--- config.mk ---
export PLATFORM = sky130hd
export DESIGN_NAME = hssi_tc_mailbox_bridge
export DESIGN_NICKNAME = d
export VERILOG_FILES = /design/src/rtl/hssi_tc_mailbox_bridge.sv
export SDC_FILE = /design/constraint.sdc
export NUM_CORES = 1
export LEC_CHECK = 0
export CORE_MARGIN = 10
export CORE_UTILIZATION = 41
export CTS_BUF_LIST = sky130_fd_sc_hd__clkbuf_2 sky130_fd_sc_hd__clkbuf_4 sky130_fd_sc_hd__clkbuf_8
export DETAILED_ROUTE_END_ITERATION = 10
export HOLD_SLACK_MARGIN = 0.15
export PLACE_DENSITY = 0.87
export SETUP_SLACK_MARGIN = 0.2
export SLEW_MARGIN = 20
export SYNTH_ARGS = -nofsm -noshare
export SYNTH_HDL_FRONTEND = slang
export SYNTH_SLANG_ARGS = --single-unit
--- constraint.sdc ---
create_clock -name clk -period 2.4 [get_ports clk]
set_input_delay 0.48 -clock clk [delete_from_list [all_inputs] [get_ports clk]]
set_output_delay 0.48 -clock clk [all_outputs]
set_load 0.02 [all_outputs]
--- src/rtl/hssi_tc_mailbox_bridge.sv ---
`default_nettype none
// +--------------------------------------------------------------------------+
// | hssi_tc_mailbox_bridge                                                   |
// | Host mailbox (NOOP/RD/WR) to per-port traffic-controller register access |
// | Revision: 1.0                                                            |
// +--------------------------------------------------------------------------+
module hssi_tc_mailbox_bridge #(
  parameter int NUM_PORTS      = 8,
  parameter int TC_ADDR_W      = 16,
  parameter int DATA_W         = 32,
  parameter int TIMEOUT_CYCLES = 1024
) (
  input  logic                        clk,
  input  logic                        rst,
  input  logic                        csr_wr,
  input  logic                        csr_rd,
  input  logic [4:0]                  csr_addr,
  input  logic [DATA_W-1:0]           csr_wrdata,
  output logic [DATA_W-1:0]           csr_rddata,
  output logic                        csr_rdvalid,
  output logic [NUM_PORTS-1:0]        tc_req_valid,
  output logic                        tc_wr,
  output logic [TC_ADDR_W-1:0]        tc_addr,
  output logic [DATA_W-1:0]           tc_wrdata,
  input  logic [NUM_PORTS-1:0]        tc_ack,
  input  logic [NUM_PORTS*DATA_W-1:0] tc_rddata
);

  localparam int CNT_W = $clog2(TIMEOUT_CYCLES + 1);

  localparam logic [4:0] OFF_CMD    = 5'h00;
  localparam logic [4:0] OFF_ADDR   = 5'h04;
  localparam logic [4:0] OFF_RDDATA = 5'h08;
  localparam logic [4:0] OFF_WRDATA = 5'h0C;
  localparam logic [4:0] OFF_PSEL   = 5'h10;

  localparam logic [1:0] CMD_RD = 2'd1;
  localparam logic [1:0] CMD_WR = 2'd2;

  typedef enum logic [0:0] {
    ST_IDLE = 1'b0,
    ST_REQ  = 1'b1
  } state_t;

  state_t state, state_nxt;

  logic [DATA_W-1:0]    addr_reg;
  logic [DATA_W-1:0]    wrdata_reg;
  logic [DATA_W-1:0]    rddata_reg;
  logic [3:0]           port_sel_reg;
  logic [3:0]           port_act;
  logic [1:0]           last_cmd;
  logic                 done;
  logic                 timeout;
  logic                 rejected;
  logic [CNT_W-1:0]     tmo_cnt;

  logic                 cmd_wr;
  logic [1:0]           cmd_code;
  logic                 cmd_xfer;
  logic                 port_ok;
  logic                 launch;
  logic                 fin_ack;
  logic                 fin_tmo;
  logic                 ack_sel;
  logic [DATA_W-1:0]    rddata_sel;
  logic [NUM_PORTS-1:0] onehot;
  logic [DATA_W-1:0]    status;
  logic [DATA_W-1:0]    rd_mux;

  // Port decode is done by comparison loops so a 4-bit select never indexes
  // past NUM_PORTS.
  always_comb begin
    onehot     = '0;
    ack_sel    = 1'b0;
    rddata_sel = '0;
    for (int p = 0; p < NUM_PORTS; p++) begin
      if (port_sel_reg == 4'(p)) onehot[p] = 1'b1;
      if (port_act == 4'(p)) begin
        ack_sel    = tc_ack[p];
        rddata_sel = tc_rddata[p*DATA_W +: DATA_W];
      end
    end
  end

  always_comb begin
    cmd_wr    = csr_wr && (csr_addr == OFF_CMD);
    cmd_code  = csr_wrdata[1:0];
    cmd_xfer  = cmd_wr && ((cmd_code == CMD_RD) || (cmd_code == CMD_WR));
    port_ok   = ({1'b0, port_sel_reg} < 5'(NUM_PORTS));
    launch    = 1'b0;
    fin_ack   = 1'b0;
    fin_tmo   = 1'b0;
    state_nxt = state;
    case (state)
      ST_IDLE: begin
        if (cmd_xfer && port_ok) begin
          launch    = 1'b1;
          state_nxt = ST_REQ;
        end
      end
      ST_REQ: begin
        // An ack in the final counted cycle still wins over the timeout.
        if (ack_sel) begin
          fin_ack   = 1'b1;
          state_nxt = ST_IDLE;
        end else if (tmo_cnt == CNT_W'(TIMEOUT_CYCLES - 1)) begin
          fin_tmo   = 1'b1;
          state_nxt = ST_IDLE;
        end
      end
      default: state_nxt = ST_IDLE;
    endcase
  end

  always_comb begin
    status      = '0;
    status[5:0] = {rejected, timeout, done, (state == ST_REQ), last_cmd};
    rd_mux      = '0;
    case (csr_addr)
      OFF_CMD:    rd_mux = status;
      OFF_ADDR:   rd_mux = addr_reg;
      OFF_RDDATA: rd_mux = rddata_reg;
      OFF_WRDATA: rd_mux = wrdata_reg;
      OFF_PSEL:   rd_mux[3:0] = port_sel_reg;
      default:    rd_mux = '0;
    endcase
  end

  always_ff @(posedge clk) begin
    if (rst) state <= ST_IDLE;
    else     state <= state_nxt;
  end

  always_ff @(posedge clk) begin
    if (rst) begin
      addr_reg     <= '0;
      wrdata_reg   <= '0;
      rddata_reg   <= '0;
      port_sel_reg <= '0;
      port_act     <= '0;
      last_cmd     <= '0;
      done         <= 1'b0;
      timeout      <= 1'b0;
      rejected     <= 1'b0;
      tmo_cnt      <= '0;
      csr_rddata   <= '0;
      csr_rdvalid  <= 1'b0;
      tc_req_valid <= '0;
      tc_wr        <= 1'b0;
      tc_addr      <= '0;
      tc_wrdata    <= '0;
    end else begin
      csr_rdvalid <= csr_rd;
      csr_rddata  <= csr_rd ? rd_mux : '0;

      if (state == ST_IDLE) begin
        if (csr_wr) begin
          case (csr_addr)
            OFF_ADDR:   addr_reg     <= csr_wrdata;
            OFF_WRDATA: wrdata_reg   <= csr_wrdata;
            OFF_PSEL:   port_sel_reg <= csr_wrdata[3:0];
            default:    ;
          endcase
        end
        if (launch) begin
          port_act     <= port_sel_reg;
          last_cmd     <= cmd_code;
          done         <= 1'b0;
          timeout      <= 1'b0;
          rejected     <= 1'b0;
          tmo_cnt      <= '0;
          tc_req_valid <= onehot;
          tc_wr        <= (cmd_code == CMD_WR);
          tc_addr      <= addr_reg[TC_ADDR_W-1:0];
          tc_wrdata    <= wrdata_reg;
        end else if (cmd_xfer) begin
          rejected <= 1'b1;
          done     <= 1'b1;
        end else if (cmd_wr) begin
          done     <= 1'b0;
          timeout  <= 1'b0;
          rejected <= 1'b0;
        end
      end else begin
        if (cmd_xfer) rejected <= 1'b1;
        if (fin_ack) begin
          tc_req_valid <= '0;
          done         <= 1'b1;
          if (!tc_wr) rddata_reg <= rddata_sel;
        end else if (fin_tmo) begin
          tc_req_valid <= '0;
          done         <= 1'b1;
          timeout      <= 1'b1;
          if (!tc_wr) rddata_reg <= '1;
        end else begin
          tmo_cnt <= tmo_cnt + 1'b1;
        end
      end
    end
  end

endmodule
`default_nettype wire

Word level (Yosys, flattened, before mapping)
Cells that the tools add are included.
{"block": "op_classes", "add_sub_neg": 1, "magnitude_cmp": 1, "eq_ne": 29, "n_mux": 60, "bitwise_logic": 2, "reduce_logical": 23}
{"op": "32-bit 2-to-1 mux", "n": 12}
{"op": "28-bit one-hot mux with 4 select lines", "n": 1}
{"op": "11-bit 2-to-1 mux", "n": 4}
{"op": "1-bit 2-to-1 mux", "n": 37}
{"op": "4-bit by 3-bit equality test with 1-bit output, second input constant", "n": 8}
{"op": "8-bit 2-to-1 mux", "n": 4}
{"op": "4-bit one-hot mux with 5 select lines", "n": 1}
{"op": "4-bit by 2-bit equality test with 1-bit output, second input constant", "n": 4}
{"op": "3-bit AND reduction", "n": 4}
{"op": "11-bit by 1-bit adder with 11-bit output, second input constant", "n": 1}
{"op": "11-bit by 10-bit equality test with 1-bit output, second input constant", "n": 1}
{"op": "5-bit by 4-bit equality test with 1-bit output, second input constant", "n": 2}
{"op": "4-bit by 1-bit equality test with 1-bit output, second input constant", "n": 2}
{"op": "4-bit zero test", "n": 2}
{"op": "2-bit inequality test, second input constant", "n": 4}
{"op": "2-bit AND reduction", "n": 4}
{"op": "4-bit AND reduction", "n": 2}
{"op": "3-bit nonzero test", "n": 2}
{"op": "5-bit by 3-bit equality test with 1-bit output, second input constant", "n": 1}
{"op": "5-bit equality test, second input constant", "n": 1}
{"op": "5-bit zero test", "n": 1}
{"op": "4-bit < comparator, second input constant", "n": 1}
{"op": "2-bit by 1-bit inequality test with 1-bit output, second input constant", "n": 2}
{"op": "2-bit nonzero test", "n": 2}
{"op": "other kinds (10)", "n": 13}
{"block": "word_totals", "regBits": 211, "in_bits": 305, "output_inout_bits": 90, "elab_cells": 133}

Longest topological paths before layout
{"block": "depth", "ltp_word": 14, "mapped_depth": 10, "ltp_nobuf": 7}

Least setup slack after synthesis
Ideal clock, no wire load.
{"block": "synth_timing", "kind": "input -> register", "from": "in csr_addr[3]", "to": "reg port_act[1]", "setup_ps": 70, "arrival_ps": 2477, "required_time_ps": 2330, "slack_ps": -148, "path_stages": 9, "path_buffers": 3, "cell_sequence": "clkbuf_1 -> nor4_1 -> nor2b_1 -> nand2_1 -> nor3_1 -> clkbuf_1 -> buf_1 -> nand2_1 -> a21oi_1"}
{"block": "synth_between", "elab_chain_len": 7}
{"item": "start, declared", "line": "17", "text": "input logic [4:0] csr_addr,"}
{"item": "5-bit zero test", "line": "87", "text": "cmd_wr = csr_wr && (csr_addr == OFF_CMD);"}
{"item": "1-bit logical AND", "line": "87"}
{"item": "1-bit logical AND", "line": "89", "text": "cmd_xfer = cmd_wr && ((cmd_code == CMD_RD) || (cmd_code == CMD_WR));"}
{"item": "1-bit logical AND", "line": "97", "text": "if (cmd_xfer && port_ok) begin"}
{"item": "1-bit 2-to-1 mux", "line": "97"}
{"item": "1-bit 2-to-1 mux", "line": "95", "text": "case (state)"}
{"item": "2-bit AND reduction (no line)"}
{"item": "end signal, assigned", "line": "167", "text": "port_act <= port_sel_reg;"}
{"item": "end, declared", "line": "51", "text": "logic [3:0] port_act;"}
No other way between the ends.
A chain may end at the register's enable or synchronous reset.

Final worst setup path
{"block": "layout_timing", "from": "reg port_act[1]", "to": "reg tmo_cnt[6]"}
{"block": "layout_between", "elab_chain_len": 13, "elab_cells_between_ends": 23, "classes_between": "9 x eq/ne; 12 x mux; 2 x reduce/logical"}
{"item": "4-bit zero test", "line": "79", "text": "if (port_act == 4'(p)) begin"}
{"item": "1-bit 2-to-1 mux (7 in series)", "line": "79"}
{"item": "1-bit 2-to-1 mux *", "line": "79"}
{"item": "1-bit 2-to-1 mux", "line": "104", "text": "if (ack_sel) begin"}
{"item": "1-bit 2-to-1 mux", "line": "95"}
{"item": "2-bit inequality test (no line)"}
{"item": "3-bit AND reduction (no line) *"}
{"item": "end signal, assigned", "line": "197", "text": "tmo_cnt <= tmo_cnt + 1'b1;"}
{"item": "end, declared", "line": "56", "text": "logic [CNT_W-1:0] tmo_cnt;"}
Mark *: on every way between the ends. The rest lies on a longest branch, timed or not.

==> results_tabular.tex <==
\begin{tabular}{lr}
\hline
Metric & Value \\
\hline
\multicolumn{2}{l}{\textbf{Run status}} \\
\quad Status & complete, no violations \\
\multicolumn{2}{l}{\textbf{Global routing}} \\
\quad Met3 Resource Use GR & between 6 and 7\% \\
\quad Routing layer with the top usage in global route & met2 \\
\quad Wire length of the first global-routing pass & 66800 um \\
\quad Global-route track usage on met1 & 30.5\% \\
\quad Routing usage on met2 & a little under half \\
\quad Antenna violations before repair & 19 \\
\quad Vias in the first global route & roughly 12000 \\
\quad Pin count of the biggest net entering global routing & 77 \\
\quad GRT Residual Overflow & 0 \\
\quad GRT Resource Usage Total & 27.3\% \\
\multicolumn{2}{l}{\textbf{Logic synthesis}} \\
\quad Cell count after synthesis & 1216 \\
\quad Synthesized cell area & between 9000 and 10000 um\^{}2 \\
\quad Netlist cell types & 45 \\
\quad Avg Inst Size Synth & 8.11 um\^{}2 \\
\quad Number of nets produced by synthesis & 1523 \\
\quad Async set or reset register ratio after synthesis & 0\% \\
\quad Number of enable flip-flop cells after synthesis & 0 \\
\quad Yosys warning total & 0 \\
\quad Part of the Yosys area used for sequential elements & 42.8\% \\
\quad Post-synth top flop & sky130\_fd\_sc\_hd\_\_dfxtp\_1 \\
\quad Number of synthesized register bits & 211 \\
\multicolumn{2}{l}{\textbf{Power and ir drop}} \\
\quad Worst vdd rail ir drop & 0.359 mV \\
\quad Switching power total & 1.70 mW \\
\quad Cell-internal power & 5.83 mW \\
\quad Sequential cell fraction of total power & 46.8\% \\
\quad Static leakage power & $\sim$5.4 nW \\
\quad Proportion of power drawn by the clock network & 41.3\% \\
\quad Switching part of the total & 22.6\% \\
\quad Power share of the combinational group & 11.9\% \\
\quad Power per cell area & 479 nW/um\^{}2 \\
\quad PnR Total Power & 7.53 mW \\
\multicolumn{2}{l}{\textbf{Finish}} \\
\quad Multi-input gate area & 5630 um\^{}2 \\
\quad Layout filler cell count & 1838 \\
\quad Total area of sequential cells & 4240 um\^{}2 \\
\quad Fin cells & 1974 \\
\quad Area grow syn2layout & 59.5\% \\
\quad Final core utilization & between 60\% and 70\% \\
\quad Layout cell share with drive strength beyond 1 & 17.8\% \\
\quad Most frequent standard cell in the layout excluding fill and tap cells & sky130\_fd\_sc\_hd\_\_clkdlybuf4s50\_1 \\
\quad Number of nets in the layout & approximately 1900 \\
\quad Highest-count cells in the layout ignoring fill and taps & sky130\_fd\_sc\_hd\_\_clkdlybuf4s50\_1, sky130\_fd\_sc\_hd\_\_nand2\_1, sky130\_fd\_sc\_hd\_\_dfxtp\_1 \\
\multicolumn{2}{l}{\textbf{STA}} \\
\quad Fraction of the cycle the final worst path needs & 97.7\% \\
\quad Hold Vio Cnt, Final & 0 \\
\quad Max Slew Vio Count & 0 \\
\quad Final critical delay including setup and external delays & 2.35 ns \\
\quad Max Fclk & around 0.43 GHz \\
\quad Worst path setup slack after routing & 0.0541 ns \\
\quad Worst-case headroom to the max-slew limit & approximately half \\
\quad Slew at the pin with the worst max-slew slack & roughly 0.75 ns \\
\quad Setup clock skew after layout & 0.0130 ns \\
\quad Setup violation total in the final timing report & 0 \\
\quad Setup repair after global routing missed its margin & yes \\
\quad Summed negative setup slack over all endpoints & 0 ns \\
\multicolumn{2}{l}{\textbf{Routing}} \\
\quad Number of DRC violations after detailed routing & 0 \\
\quad Routed WL & approximately 45000 um \\
\quad Detailed-router iteration count before antenna repair & 8 \\
\quad Count of antenna-violating nets left after detailed routing & 0 \\
\quad Vias per Instance & 5.74 \\
\quad Violation count after the first detailed-routing iteration & between 1000 and 1500 \\
\quad Wirelength per Cell & about 23 um \\
\quad Vias post-DR & 11330 \\
\multicolumn{2}{l}{\textbf{CTS}} \\
\quad Maximum clock path buffer count & 3 \\
\quad Root Driver & sky130\_fd\_sc\_hd\_\_clkbuf\_8 \\
\quad Num Clock Sinks & between 200 and 250 \\
\quad Clock Pin Slew Worst Setup and Hold Paths & approximately 0.07 ns \\
\quad TritonCTS clock tree & done \\
\quad CTS H-tree depth & 1 \\
\quad Count of hold buffers inserted by post-cts repair & 0 \\
\quad Later-pin clock latency in the skew report & 0.55 ns \\
\quad Number of buffers added by the clock tree synthesis step & 31 \\
\multicolumn{2}{l}{\textbf{Place}} \\
\quad Dpl ws & -0.324 ns \\
\quad Placed insts & 1879 \\
\quad Routability congestion estimate from global placement & 0.922 \\
\quad Detailed placement HPWL & 33400 um \\
\quad Buffers added on ports & 394 \\
\multicolumn{2}{l}{\textbf{Die}} \\
\quad Chip Height & 175 um \\
\quad Initial Utilization & a little over two fifths \\
\quad Chip Width & 175 um \\
\quad Die Area & 30700 um\^{}2 \\
\quad Area of the core & 23500 um\^{}2 \\
\quad FP Rows & 56 \\
\quad Number of primary I/O pins & around 400 \\
\multicolumn{2}{l}{\textbf{Critical path}} \\
\quad Maximum net fanout on the critical path & 7 \\
\quad Startpoint type of the worst setup path & flip-flop \\
\quad Critical path start-end classification & flip-flop to flip-flop \\
\quad CP Data Arrival Time & 2.83 ns \\
\quad Worst Path Required & 2.88 ns \\
\quad Crit. End Element & flip-flop \\
\multicolumn{2}{l}{\textbf{Worst hold path}} \\
\quad Min-delay worst type & flip-flop to flip-flop \\
\multicolumn{2}{l}{\textbf{Flow run}} \\
\quad Number of max-cap violations & 0 \\
\hline
\end{tabular}
-- power by group through the flow --
stage	combinational [mW]	sequential [mW]	clock, mW
floorplan	0.242	3.60	0
global placement	0.843	3.60	0
detailed placement	0.855	3.60	0
CTS	0.873	3.52	3.13
global route	0.946	3.52	3.29
finish	0.895	3.52	3.11
-- worst max-delay path, cell delays in order, from the launching register on --
cell,delay (ns)
sky130_fd_sc_hd__dfxtp_4,0.38
sky130_fd_sc_hd__buf_12,0.12
sky130_fd_sc_hd__buf_6,0.09
sky130_fd_sc_hd__mux2i_2,0.23
sky130_fd_sc_hd__o21ai_1,0.11
sky130_fd_sc_hd__a222oi_1,0.41
sky130_fd_sc_hd__buf_4,0.22
sky130_fd_sc_hd__nand3_2,0.08
sky130_fd_sc_hd__buf_6,0.17
sky130_fd_sc_hd__or4_4,0.41
sky130_fd_sc_hd__nand2_2,0.06
-- routing by layer --
metal | routed length (um) | vias up
met5 | 8 | -
met4 | 2200 | 2
met3 | 3860 | 146
met2 | 22100 | 647
met1 | 16600 | 5381
li1 | - | 5154
-- cells by family after synthesis --
group,share of synthesized area [%]
AND/OR/NAND/NOR,18.6
AO/OA/AOI/OAI,22.7
flip-flops,42.8
buffers and inverters,4.48
multiplexers,11.1
adder cells (fa/ha/maj),0.254
XOR/XNOR,0.0888
-- cell usage after synthesis, types with 7 or more instances --
cell type / n / area [um^2]
sky130_fd_sc_hd__nand2b_1: 8 / 50.1
sky130_fd_sc_hd__dfxtp_1: 211 / 4220
sky130_fd_sc_hd__clkbuf_1: 88 / 330
sky130_fd_sc_hd__o22ai_1: 33 / 206
sky130_fd_sc_hd__nor3_1: 10 / 50.1
sky130_fd_sc_hd__buf_2: 8 / 40.0
sky130_fd_sc_hd__a22oi_1: 70 / 526
sky130_fd_sc_hd__nor2_1: 107 / 402
sky130_fd_sc_hd__nand3b_1: 8 / 60.1
sky130_fd_sc_hd__nand2_1: 262 / 983
sky130_fd_sc_hd__a22o_1: 10 / 87.6
sky130_fd_sc_hd__a21oi_1: 142 / 711
sky130_fd_sc_hd__a221oi_1: 27 / 236
sky130_fd_sc_hd__mux2i_1: 10 / 100
sky130_fd_sc_hd__o211ai_1: 7 / 52.6
sky130_fd_sc_hd__mux2_2: 78 / 878
sky130_fd_sc_hd__nand3_1: 12 / 60.1
sky130_fd_sc_hd__o21ai_0: 43 / 215
sky130_fd_sc_hd__buf_1: 7 / 26.3
sky130_fd_sc_hd__inv_1: 9 / 33.8
-- path summary, 6_finish.rpt --
kind / from / to / slack [ns] / cells past startpoint
hold reg to reg: tmo_cnt[10] / tmo_cnt[10] / 0.45 / 2
hold / removal: tmo_cnt[10] / tmo_cnt[10] / 0.45 / 2
setup / recovery: port_act[1] / tmo_cnt[6] / 0.05 / 10
setup reg to reg: port_act[1] / tmo_cnt[6] / 0.05 / 10
-- stage by stage --
stage	hold WS, ns	area (um^2)
floorplan	0.415	9940
global placement	0.424	14400
detailed placement	0.434	14400
CTS	0.406	15400
global route	0.447	15700
finish	0.450	15700
-- what timing repair did --
action | 4_1_cts | 5_1_grt
pin swaps | 10 | 5
setup buffers | 11 | 5
cloned | 5 | 0
endpoints found under the setup margin | 47 | 54
gates resized for setup | 46 | 40
-- cell type report --
class	count	area share, %
multi-input cells	893	35.8
diodes	18	0.286
flip-flops and latches	211	26.9
repair buffers	468	29.9
clock inverters	10	0.660
inverters	9	0.215
well taps	319	2.54
clock buffers	46	3.63
(Power assumes the default switching activity.)
